===== config.mk =====
export PLATFORM = sky130hd
export DESIGN_NAME = quad_step_decoder
export DESIGN_NICKNAME = d
export VERILOG_FILES = /design/src/rtl/quad_pkg.sv /design/src/rtl/quad_debounce.sv /design/src/rtl/quad_step_decoder.sv
export SDC_FILE = /design/constraint.sdc
export NUM_CORES = 1
export LEC_CHECK = 0
export CAP_MARGIN = 20
export CORE_ASPECT_RATIO = 1.2
export CORE_MARGIN = 5
export CORE_UTILIZATION = 40
export CTS_CLUSTER_DIAMETER = 60
export DETAILED_ROUTE_END_ITERATION = 10
export PLACE_DENSITY_LB_ADDON = 0.25
export SLEW_MARGIN = 40
export SYNTH_ARGS = -nofsm -noshare
export SYNTH_HDL_FRONTEND = slang
export SYNTH_HIERARCHICAL = 1
export SYNTH_SLANG_ARGS = --single-unit

===== constraint.sdc =====
create_clock -name clock -period 2.66 [get_ports clock]
set_clock_uncertainty 0.2 [all_clocks]
set_input_delay 0.266 -clock clock [delete_from_list [all_inputs] [get_ports clock]]
set_output_delay 0.266 -clock clock [all_outputs]
set_load 0.01 [all_outputs]

===== src/rtl/quad_pkg.sv =====
// Shared types and helpers for the quadrature step decoder.
//   ERR_COUNT_W : width of the saturating illegal-transition counter
//   PH_*        : phase encodings {A,B} in clockwise Gray order 00,01,11,10
//   dir_e       : decoded direction of one reference-to-stable change
//   state_e     : priming FSM states
//   next_dir()  : classifies a phase change as none / CW / CCW / illegal
package quad_pkg;

  localparam int unsigned ERR_COUNT_W = 8;
  localparam int unsigned PHASE_W     = 2;

  localparam logic [PHASE_W-1:0] PH_00 = 2'b00;
  localparam logic [PHASE_W-1:0] PH_01 = 2'b01;
  localparam logic [PHASE_W-1:0] PH_11 = 2'b11;
  localparam logic [PHASE_W-1:0] PH_10 = 2'b10;

  typedef enum logic [1:0] {
    DIR_NONE    = 2'd0,
    DIR_CW      = 2'd1,
    DIR_CCW     = 2'd2,
    DIR_ILLEGAL = 2'd3
  } dir_e;

  typedef enum logic {
    ST_PRIME = 1'b0,
    ST_RUN   = 1'b1
  } state_e;

  // Position of a phase within the clockwise cycle.
  function automatic logic [1:0] phase_idx(input logic [PHASE_W-1:0] ph);
    case (ph)
      PH_00:   phase_idx = 2'd0;
      PH_01:   phase_idx = 2'd1;
      PH_11:   phase_idx = 2'd2;
      default: phase_idx = 2'd3;
    endcase
  endfunction

  // A modulo-4 index step of 2 means both phases flipped at once.
  function automatic dir_e next_dir(input logic [PHASE_W-1:0] prev,
                                    input logic [PHASE_W-1:0] curr);
    logic [1:0] step;
    step = phase_idx(curr) - phase_idx(prev);
    case (step)
      2'd0:    next_dir = DIR_NONE;
      2'd1:    next_dir = DIR_CW;
      2'd3:    next_dir = DIR_CCW;
      default: next_dir = DIR_ILLEGAL;
    endcase
  endfunction

endpackage


===== src/rtl/quad_debounce.sv =====
// Per-pin synchroniser plus debouncer.
//   clk_i, rst_ni : clock, async active-low reset
//   pin_i         : raw asynchronous pin
//   stable_o      : debounced level (registered)
//   differ_c      : synchronised level currently differs from stable_o
module quad_debounce #(
  parameter int unsigned SYNC_STAGES     = 2,
  parameter int unsigned DEBOUNCE_CYCLES = 16
) (
  input  logic clk_i,
  input  logic rst_ni,
  input  logic pin_i,
  output logic stable_o,
  output logic differ_c
);

  localparam int unsigned CNT_W = 16;
  localparam logic [CNT_W-1:0] CNT_LAST = CNT_W'(DEBOUNCE_CYCLES - 1);

  logic [SYNC_STAGES-1:0] sync_q;
  logic [CNT_W-1:0]       cnt_q, cnt_d;
  logic                   stable_q, stable_d;
  logic                   synced;

  assign synced   = sync_q[SYNC_STAGES-1];
  assign differ_c = synced != stable_q;
  assign stable_o = stable_q;

  always_ff @(posedge clk_i or negedge rst_ni) begin
    if (!rst_ni) begin
      sync_q   <= '0;
      cnt_q    <= '0;
      stable_q <= 1'b0;
    end else begin
      sync_q   <= {sync_q[SYNC_STAGES-2:0], pin_i};
      cnt_q    <= cnt_d;
      stable_q <= stable_d;
    end
  end

  // Accept the new level on the edge where the run of differing cycles hits the limit.
  always_comb begin
    cnt_d    = '0;
    stable_d = stable_q;
    if (differ_c) begin
      if (cnt_q == CNT_LAST) begin
        stable_d = synced;
      end else begin
        cnt_d = cnt_q + CNT_W'(1);
      end
    end
  end

endmodule


===== src/rtl/quad_step_decoder.sv =====
// Quadrature encoder to up/down detent strobes.
//   clock, reset_n  : clock, async active-low reset
//   enc_a, enc_b    : raw encoder phases
//   enable          : low suppresses strobes and clears the accumulator
//   up, down        : one-cycle detent strobes
//   error           : one-cycle strobe on an illegal (double) phase change
//   err_count       : saturating count of illegal changes
module quad_step_decoder
  import quad_pkg::*;
#(
  parameter int unsigned SYNC_STAGES      = 2,
  parameter int unsigned DEBOUNCE_CYCLES  = 16,
  parameter int unsigned STEPS_PER_DETENT = 4
) (
  input  logic                   clock,
  input  logic                   reset_n,
  input  logic                   enc_a,
  input  logic                   enc_b,
  input  logic                   enable,
  output logic                   up,
  output logic                   down,
  output logic                   error,
  output logic [ERR_COUNT_W-1:0] err_count
);

  localparam int unsigned CNT_W = 16;
  localparam logic [CNT_W-1:0] PRIME_LAST = CNT_W'(DEBOUNCE_CYCLES - 1);
  localparam logic [3:0] STEP_POS = 4'(STEPS_PER_DETENT);
  localparam logic [3:0] STEP_NEG = 4'(16 - STEPS_PER_DETENT);

  logic                   stable_a, stable_b, differ_a, differ_b;
  logic [PHASE_W-1:0]     stable_ab;
  state_e                 state_q, state_d;
  logic [PHASE_W-1:0]     ref_q, ref_d;
  dir_e                   dir_q, dir_d;
  logic [CNT_W-1:0]       prime_cnt_q, prime_cnt_d;
  logic [2:0]             acc_q, acc_d;
  logic [3:0]             acc_ext, acc_sum;
  logic                   up_q, up_d, down_q, down_d, err_q, err_d;
  logic [ERR_COUNT_W-1:0] err_cnt_q, err_cnt_d;

  quad_debounce #(.SYNC_STAGES(SYNC_STAGES), .DEBOUNCE_CYCLES(DEBOUNCE_CYCLES)) u_deb_a (
    .clk_i(clock), .rst_ni(reset_n), .pin_i(enc_a), .stable_o(stable_a), .differ_c(differ_a)
  );

  quad_debounce #(.SYNC_STAGES(SYNC_STAGES), .DEBOUNCE_CYCLES(DEBOUNCE_CYCLES)) u_deb_b (
    .clk_i(clock), .rst_ni(reset_n), .pin_i(enc_b), .stable_o(stable_b), .differ_c(differ_b)
  );

  assign stable_ab = {stable_a, stable_b};
  assign acc_ext   = {acc_q[2], acc_q};

  assign up        = up_q;
  assign down      = down_q;
  assign error     = err_q;
  assign err_count = err_cnt_q;

  always_ff @(posedge clock or negedge reset_n) begin
    if (!reset_n) begin
      state_q     <= ST_PRIME;
      ref_q       <= PH_00;
      dir_q       <= DIR_NONE;
      prime_cnt_q <= '0;
      acc_q       <= '0;
      up_q        <= 1'b0;
      down_q      <= 1'b0;
      err_q       <= 1'b0;
      err_cnt_q   <= '0;
    end else begin
      state_q     <= state_d;
      ref_q       <= ref_d;
      dir_q       <= dir_d;
      prime_cnt_q <= prime_cnt_d;
      acc_q       <= acc_d;
      up_q        <= up_d;
      down_q      <= down_d;
      err_q       <= err_d;
      err_cnt_q   <= err_cnt_d;
    end
  end

  // Stage 1: priming / direction decode. Stage 2: accumulate registered direction.
  always_comb begin
    state_d     = state_q;
    ref_d       = ref_q;
    dir_d       = DIR_NONE;
    prime_cnt_d = prime_cnt_q;
    err_d       = 1'b0;
    err_cnt_d   = err_cnt_q;
    acc_d       = acc_q;
    acc_sum     = acc_ext;
    up_d        = 1'b0;
    down_d      = 1'b0;

    case (state_q)
      ST_PRIME: begin
        // Wait for both channels to sit quietly before adopting the reference phase.
        if (differ_a || differ_b) begin
          prime_cnt_d = '0;
        end else if (prime_cnt_q == PRIME_LAST) begin
          ref_d       = stable_ab;
          prime_cnt_d = '0;
          state_d     = ST_RUN;
        end else begin
          prime_cnt_d = prime_cnt_q + CNT_W'(1);
        end
      end
      ST_RUN: begin
        if (stable_ab != ref_q) begin
          dir_d = next_dir(ref_q, stable_ab);
          ref_d = stable_ab;
          if (dir_d == DIR_ILLEGAL) begin
            err_d = 1'b1;
            if (err_cnt_q != '1) begin
              err_cnt_d = err_cnt_q + ERR_COUNT_W'(1);
            end
          end
        end
      end
      default: state_d = ST_PRIME;
    endcase

    if (!enable) begin
      acc_d = '0;
    end else begin
      case (dir_q)
        DIR_CW: begin
          acc_sum = acc_ext + 4'd1;
          if (acc_sum == STEP_POS) begin
            up_d  = 1'b1;
            acc_d = '0;
          end else begin
            acc_d = acc_sum[2:0];
          end
        end
        DIR_CCW: begin
          acc_sum = acc_ext - 4'd1;
          if (acc_sum == STEP_NEG) begin
            down_d = 1'b1;
            acc_d  = '0;
          end else begin
            acc_d = acc_sum[2:0];
          end
        end
        DIR_ILLEGAL: acc_d = '0;
        default:     acc_d = acc_q;
      endcase
    end
  end

endmodule

==> results_dict.tcl <==
set metrics [dict create \
    synth_flop_cell "dfrtp_1" \
    drive_gt1_share_pct 11.36 \
    rsz0062_at_grt "true" \
    track_usage_pct 14.29 \
    synth_cell_types 54 \
    seq_area_frac_synth_pct 47.85 \
    core_area_mm2 0.009418 \
    netlist_area_mm2 0.003817 \
    die_area_mm2 0.01161 \
    dp.cells 511 \
    grt.met1_usage_pct 17.89 \
    rows 39 \
    clock-root-buffer "clkbuf_16" \
    synthTopCellsByArea "dfrtp_1 (48%), ha_1 (4.9%), xnor2_1 (4.8%)" \
    async_flop_share_pct 100.0 \
    tritoncts "built" \
    crit_type "reg -> reg" \
    final_cells 528 \
    hold_violations 0 \
    clk_latency_ns 0.33 \
    ys_ff_latch 73 \
    hold-path-endpoint "u_deb_b/sync_q[1]" \
    yosys-top-cells-count "dfrtp_1 (73), nor2_1 (42), nand2_1 (22)" \
    grt_pass1_wl_um 13240 \
    netlist.area_leader.share_pct 47.85 \
    power.density_mw_per_mm2 551.1 \
    outcome "finished clean" \
    start_util_pct 40.53 \
    worst_pin_slew_ns 0.6691 \
    io_pins 16 \
    drcViolationCount 0 \
    portBuffers 15 \
    cts_made_buffers 9 \
    firstDrtPassIters 4 \
    grtUsageMet3_pct 2.430 \
    critPathMaxFanout 5 \
    hold_path_depth 0 \
    via_count 2837 \
    grt_pass1_vias 2881 \
    crit_required_ns 2.71 \
    die_x_um 99.18 \
    areaGrowthSynthToFinish_pct 17.40 \
    crit_path_start_kind "register" \
    clkSlewWorstSetupHoldPaths_ns 0.06 \
    nets 420 \
    antenna_found_initial 0 \
    cp.arrival_ns 2.59 \
    setup_viol 0 \
    grt_overflow_total 0 \
    dpl.hpwl_um 4899 \
    grt_util_met2_pct 23.66 \
    fmax_ghz 0.3943 \
    detail-route-antenna-nets 0 \
    cts_htree_levels 3 \
    final.period_utilization_pct 95.34 \
    first_iter_violations 256 \
    die_y_um 117.0 \
    synth.largest_area_cell "dfrtp_1" \
    slew_headroom_pct 55.40 \
    reg2reg_to "err_count[5]" \
    yosysMostFrequentCell "dfrtp_1" \
    avgSynthCellArea_um2 10.21 \
    ys.warnings.count 6 \
    report.final.slew_viol_count 0 \
    gp_congestion 0.7982 \
    syn_inst 374 \
    regToRegSetupSlack_ns 0.12 \
    cp-end-kind "register" \
    post-route-min-period_ns 2.536 \
    synth_edf_count 0 \
    wirelength_um 7333 \
    clock-sinks 73 \
    routedWlPerCell_um 13.89 \
    utilization_pct 47.59 \
    grt.busiest_layer "met2" \
    p_leak_nw 1.992 \
    synth_nets 394 \
    reg2reg_from "ref_q[0]" \
    hp-start "u_deb_b/sync_q[0]" \
    diodes 0 \
    finalSetupTns_ns 0 \
    worstHoldPathType "reg -> reg" \
    cts_buffer_depth 2 \
    reg2regPathDepth 10 \
    drv_cap 0 \
    max-vdd-ir-drop_uv 382.0 \
    grt_max_degree 74 \
    via_per_inst 5.373 \
]
-- sequential cells by signal, summed over array words and instances, names as in the netlist --
| register | flops |
|---|---|
| prime_cnt_q | 16 |
| u_deb_a/sync_q | 2 |
| u_deb_b/sync_q | 2 |
| dir_q | 2 |
| u_deb_b/stable_o | 1 |
| acc_q | 3 |
| ref_q | 2 |
| state_q | 1 |
| u_deb_a/stable_o | 1 |
| err_count | 8 |
| down | 1 |
| up | 1 |
| u_deb_a/cnt_q | 16 |
| u_deb_b/cnt_q | 16 |
| error | 1 |
-- how the worst max path moves through the flow --
stage | slack (ns) | to | from | cells past startpoint
CTS | 0.10 | err_count[5] | ref_q[0] | 10
finish | 0.12 | err_count[5] | ref_q[0] | 10
detailed placement | 0.14 | err_count[5] | ref_q[0] | 10
global route | -0.005 | err_count[6] | ref_q[0] | 9
global placement | 0.24 | err_count[6] | ref_q[0] | 9
floorplan | 0.21 | err_count[6] | u_deb_b/stable_o | 8
-- final cells by class --
cell class                      instances  area [um^2]
Clock buffer                           10        229.0
Clock inverter                          6        82.58
Fill cell                             864         4936
Inverter                               21        78.83
Multi-Input combinational cell        272         1897
Sequential cell                        73         1827
Tap cell                              123        153.9
Timing Repair Buffer                   23        214.0
-- report_power, final --
group	internal, W	leakage (nW)	switching (W)
Sequential	0.00112	1.00	0.0000118
Combinational	0.0000217	0.835	0.0000470
Clock	0.000816	0.152	0.000451
-- through the flow --
| step | setup WS [ns] | area, um^2 | power, W | hold WS (ns) |
|---|---|---|---|---|
| finish | 0.1239 | 4482 | 0.002470 | 0.1463 |
| global route | -0.005193 | 4482 | 0.002567 | 0.1510 |
| CTS | 0.1010 | 4461 | 0.002506 | 0.1483 |
| detailed placement | 0.1430 | 4139 | 0.001224 | 0.1294 |
| global placement | 0.2396 | 4135 | 0.001222 | 0.1342 |
| floorplan | 0.2087 | 3817 | 0.001184 | -0.2296 |
-- layout by cell type, fill, tap and decap left out, types with 4 or more instances in the layout --
cell,n
nor4_1,16
and3_1,8
inv_1,21
clkbuf_16,9
dfrtp_1,73
o211ai_1,5
ha_1,15
nor3_1,12
nor2_1,42
o21ai_0,11
clkdlybuf4s50_1,14
mux2_2,4
buf_4,7
xor2_1,17
a31oi_1,11
nand3_1,16
nand2_1,22
xnor2_1,21
nand4_1,10
-- per-layer routing --
metal	vias up	share of wire (%)
li1	1409	-
met1	1374	46
met2	41	49
met3	13	2.6
met4	0	2.3
met5	-	0
-- cells by family (layout without fill, tap and decap cells) --
family / after synthesis / in the layout / synth area share, %
AOI/OAI and AO/OA: 50 / 50 / 9.080
xor gates and xnor gates: 38 / 38 / 8.718
adders and majority gates: 15 / 15 / 4.916
buffers and inverters: 29 / 60 / 3.015
DFF: 73 / 73 / 47.85
muxes: 8 / 8 / 2.261
and+or+nand+nor: 161 / 161 / 24.16
-- timing repair --
action	in CTS	in global routing
setup buffers	0	0
gates resized for setup	0	4
hold buffers	1	0
setup endpoints to repair	0	4
hold endpoints to repair	73	0
-- worst max-delay path, stage by stage, from the launching register on --
cell	delay [ns]
dfrtp_1	0.38
inv_1	0.07
ha_1	0.27
inv_1	0.04
ha_1	0.19
xnor2_1	0.26
ha_1	0.21
o211ai_2	0.16
buf_4	0.23
nor4_2	0.29
xor2_1	0.16
Power figures use the tool's default switching activity.
